<file path="src/rtl/fetch_pkg.sv">
// Shared constants and state encoding for the fetch sequencer and its
// consumers (decoder reuses the opcode slice constants).
package fetch_pkg;
    localparam int ADDR_W  = 4;
    localparam int INSTR_W = 21;
    localparam int CNT_W   = 8;

    localparam int OPC_MSB = 20;
    localparam int OPC_LSB = 17;
    localparam int OPC_W   = OPC_MSB - OPC_LSB + 1;

    localparam logic [OPC_W-1:0] HALT_OPCODE = 4'b1111;

    typedef enum logic [1:0] {
        IDLE,
        RUN,
        HALTED
    } state_t;
endpackage

</file>
<file path="src/rtl/fetch_unit.sv">
// Instruction-fetch sequencer: owns the PC, pairs program_memory's registered
// read data with its address, and handles redirect, replay, HALT and counting.
module fetch_unit
    import fetch_pkg::*;
#(
    parameter int               ADDR_W      = fetch_pkg::ADDR_W,
    parameter int               INSTR_W     = fetch_pkg::INSTR_W,
    parameter int               CNT_W       = fetch_pkg::CNT_W,
    parameter logic [OPC_W-1:0] HALT_OPCODE = fetch_pkg::HALT_OPCODE
) (
    input  logic               clk,
    input  logic               reset,
    input  logic               start,
    input  logic               stall,
    input  logic               branch_taken,
    input  logic [ADDR_W-1:0]  branch_target,
    input  logic [INSTR_W-1:0] instruction,
    output logic [ADDR_W-1:0]  program_counter,
    output logic [INSTR_W-1:0] instr_out,
    output logic [ADDR_W-1:0]  instr_pc,
    output logic               instr_valid,
    output logic               halted,
    output logic [CNT_W-1:0]   instr_count
);

    state_t             state;
    logic [ADDR_W-1:0]  pc_q;
    logic [ADDR_W-1:0]  fetch_pc_q;
    logic               vld_q;
    logic [CNT_W-1:0]   cnt_q;

    logic run;
    logic accept;
    logic is_halt;

    assign run     = (state == RUN);
    assign is_halt = (instruction[INSTR_W-1 -: OPC_W] == HALT_OPCODE);

    // A redirect squashes the wrong-path instruction in the same cycle.
    assign instr_valid = vld_q & run & ~branch_taken;
    assign accept      = instr_valid & ~stall;

    // Replay re-reads the held address so memory keeps presenting the same word.
    always_comb begin
        program_counter = pc_q;
        if (branch_taken && run)
            program_counter = branch_target;
        else if (stall && vld_q && run)
            program_counter = fetch_pc_q;
    end

    always_ff @(posedge clk) begin
        if (reset) begin
            state      <= IDLE;
            pc_q       <= '0;
            fetch_pc_q <= '0;
            vld_q      <= 1'b0;
            cnt_q      <= '0;
        end else begin
            case (state)
                IDLE: begin
                    if (start)
                        state <= RUN;
                end
                RUN: begin
                    fetch_pc_q <= program_counter;
                    pc_q       <= program_counter + ADDR_W'(1);
                    vld_q      <= 1'b1;
                    if (accept && cnt_q != '1)
                        cnt_q <= cnt_q + CNT_W'(1);
                    if (accept && is_halt) begin
                        state <= HALTED;
                        vld_q <= 1'b0;
                    end
                end
                default: ;
            endcase
        end
    end

    assign instr_out   = instruction;
    assign instr_pc    = fetch_pc_q;
    assign halted      = (state == HALTED);
    assign instr_count = cnt_q;

endmodule

</file>
<file path="config.mk">
export PLATFORM = sky130hd
export DESIGN_NAME = fetch_unit
export DESIGN_NICKNAME = d
export VERILOG_FILES = /design/src/rtl/fetch_pkg.sv /design/src/rtl/fetch_unit.sv
export SDC_FILE = /design/constraint.sdc
export NUM_CORES = 1
export LEC_CHECK = 0
export ABC_CLOCK_PERIOD_IN_PS = 4800
export CORE_UTILIZATION = 40
export CTS_CLUSTER_DIAMETER = 60
export DETAILED_ROUTE_END_ITERATION = 7
export GPL_TIMING_DRIVEN = 0
export PLACE_DENSITY = 0.82
export SLEW_MARGIN = 30
export SYNTH_ARGS = -nofsm -noshare
export SYNTH_HDL_FRONTEND = slang
export SYNTH_SLANG_ARGS = --single-unit
</file>
<file path="constraint.sdc">
create_clock -name clk -period 4.8 [get_ports clk]
set_clock_uncertainty 0.1 [all_clocks]
set_input_delay 1.44 -clock clk [delete_from_list [all_inputs] [get_ports clk]]
set_output_delay 1.44 -clock clk [all_outputs]
set_load 0.01 [all_outputs]
</file>
==> results.cfg <==
[worst_setup_path]
arrival_ns = 3.08
timing.rr.end = pc_q[2]
critical-path-slowest-cell = sky130_fd_sc_hd__clkdlybuf4s50_1
crit_type = primary input to output pin
worst_r2r_path_depth = 6
worstSetupStartpoint = stall
cp_cell_sequence = dlygate4sd2_1 > a21oi_1 > nor2_1 > a2bb2oi_2 > clkdlybuf4s50_1
reg2reg_from = vld_q
crit_end = program_counter[1]
crit_path_max_fanout = 7
worst_path_largest_cell_delay_ns = 0.58
timing.critical_path.required_ns = 3.26
crit_path_end_kind = output pin
startpoint_type = primary input
reg2reg_slack_ns = 2.94

[clock_network]
ctsLongestPathBuffers = 2
clock_tree.root_cell = sky130_fd_sc_hd__clkbuf_4
tritoncts = built
clkSinkCount = 19
htreeDepth = 1
numCtsBuffers = 3
cts.reportedPaths.clkPinSlew_ns = 0.11
worstSkewPairLatency_ns = 0.30
post_cts_hold_buffer_count = 0

[placed_design]
portBuffers = 50
place_hpwl_mm = 2.13
detailed_place.area_um2 = 1700
place.gp.congestion = 0.832
post-place-ws_ns = -0.0762
dpl.cell_count = 217

[timing]
unrepaired_setup_endpoints_after_global_routing = no
setup-violations-final = 0
min_period_over_period = 0.962
post-route-worst-setup-slack_ns = 0.181
finalWorstPathRequiredPeriod_ns = 4.62
max_clock_freq_mhz = 217
report.final.hold_viol_count = 0
finalMaxSlewViolations = 0
final.setup.tns_ns = 0
worst-slew-pin-transition_ns = 0.456
max_slew_margin = 0.696
whs_ns = 0.384

[logic_synthesis]
syn-cell-area_um2 = 1160
synth_area_leader_cell = sky130_fd_sc_hd__dfxtp_1
ys_top_cells_by_count = sky130_fd_sc_hd__buf_4, sky130_fd_sc_hd__dfxtp_1, sky130_fd_sc_hd__nor2_1
synthesis.instances = 136
async_reset_ff_frac = 0
synth-main-ff-cell = sky130_fd_sc_hd__dfxtp_1
yosysWarnings = 0
ys_types = 39
synth_top_cell_area_share = 0.328
ys_seq_area_frac = 0.328
synth_top_cells_by_area = sky130_fd_sc_hd__dfxtp_1, sky130_fd_sc_hd__buf_4, sky130_fd_sc_hd__nor2_1, sky130_fd_sc_hd__nand2_1, sky130_fd_sc_hd__xnor2_1
synth_seq_cells = 19
postSynthAreaPerCell_um2 = 8.54
synthMostInstantiatedCell = sky130_fd_sc_hd__buf_4
synth_edf_count = 0
post_synthesis_net_count = 168

[cells_and_area]
syn_to_final_growth_pct = 48.6
layout_cell_share_with_drive_strength_beyond_1 = 0.195
nNetsFinal = 223
antenna-diode-count = 0
finalNonFillerCells = 221
final_core_utilization = 0.626
final_cell_area_um2 = 1730

[routing]
detail_route.first_pass.iterations = 4
detail_route.wirelength_mm = 2.78
route.vias.total = 1113
avgRoutedWirePerCell_um = 12.6
drcViolationCount = 0
initialDrtViolationCount = 24
drt-vias-per-instance = 5.04
drtAntennaViolNets = 0

[global_routing]
gr-usage-all-layers = 0.184
antenna_found_initial = 0
grt_max_degree = 12
via_count_of_the_first_global_routing_pass = 1076
grt_first_pass_wirelength_mm = 4.67
grt.overflow.total = 0

[run]
max_cap_viol_count = 0

[die]
initial_core_util = 0.421
core_region_area_um2 = 2760
number_of_placement_rows = 19
io-pin-count = 69
die_height_um = 55.9
die_span_in_x_um = 55.9
die_area_um2 = 3120

[outcome]
status = finished, final reports clean

[min_path]
hold_path_class = flop to flop

[power]
post-layout-total-power_mw = 0.350
leakagePower_nw = 0.661
powerDensity_nw_per_um2 = 203
peakVddDrop_v = 0.000191
==> routing by layer <==
metal	wire length (µm)	up-vias	GRT usage
met5	0	-	0
met4	15	0	0.0383
met3	162	2	0.0488
met2	1450	41	0.339
met1	1150	518	0.215
li1	-	552	-
==> report_power, final <==
part           leakage (nW)  switching (mW)  internal, mW
Combinational         0.489          0.0403        0.0577
Sequential            0.155         0.00578         0.164
Clock                0.0177          0.0516        0.0311
Total                 0.661          0.0977         0.253
==> worst max-delay path: cells and delay by family <==
family | cells | cell delay, ns
AOI/OAI and AO/OA | 2 | 0.42
buffers and inverters | 2 | 0.98
and+or+nand+nor | 1 | 0.24
==> repair_timing <==
| item | in CTS | in global routing |
|---|---|---|
| setup buffers | 0 | 0 |
| resized for setup | 2 | 0 |
| setup endpoints to repair | 4 | 0 |
==> final cells by class <==
cell class | instances | area [µm²]
Buffer | 25 | 175
Fill cell | 252 | 1030
Inverter | 6 | 22.5
Clock buffer | 3 | 22.5
Multi-Input combinational cell | 86 | 583
Clock inverter | 1 | 5.00
Tap cell | 31 | 38.8
Timing Repair Buffer | 50 | 498
Sequential cell | 19 | 380
==> worst min path at each step <==
stage	start	to	slack, ns	depth (start not counted)
global route	pc_q[1]	pc_q[1]	0.39	2
detailed placement	instr_pc[1]	instr_pc[1]	0.37	2
global placement	pc_q[1]	pc_q[1]	0.36	2
floorplan	pc_q[1]	pc_q[1]	0.35	2
finish	instr_pc[3]	instr_pc[3]	0.38	2
CTS	instr_pc[1]	instr_pc[1]	0.39	2
==> cell families after synthesis <==
| family | after synthesis | share of synthesized area |
|---|---|---|
| simple gates | 53 | 0.245 |
| buf+inv | 31 | 0.170 |
| compound gates | 22 | 0.167 |
| flops | 19 | 0.328 |
| xor+xnor | 8 | 0.0603 |
| fa+ha+maj | 2 | 0.0215 |
| mux | 1 | 0.00862 |
==> registers in the layout, summed over array words and instances (netlist names) <==
name / flops
instr_count: 8
instr_pc: 4
pc_q: 4
state: 2
vld_q: 1
==> cells in the final DEF (no fill, tap or decap), types with 2 or more instances in the layout <==
cell type                         instances
sky130_fd_sc_hd__xnor2_1                  5
sky130_fd_sc_hd__nand3_1                  3
sky130_fd_sc_hd__clkdlybuf4s50_1         48
sky130_fd_sc_hd__clkbuf_4                 3
sky130_fd_sc_hd__nor2b_1                  2
sky130_fd_sc_hd__nor3_1                   4
sky130_fd_sc_hd__nand4_1                  2
sky130_fd_sc_hd__nand2_1                 14
sky130_fd_sc_hd__xor2_1                   3
sky130_fd_sc_hd__inv_1                    6
sky130_fd_sc_hd__buf_4                   21
sky130_fd_sc_hd__o2bb2ai_1                2
sky130_fd_sc_hd__a21oi_1                  8
sky130_fd_sc_hd__buf_2                    2
sky130_fd_sc_hd__ha_1                     2
sky130_fd_sc_hd__dlygate4sd2_1            2
sky130_fd_sc_hd__dfxtp_1                 19
sky130_fd_sc_hd__nor2_1                  19
(Power assumes the default switching activity.)
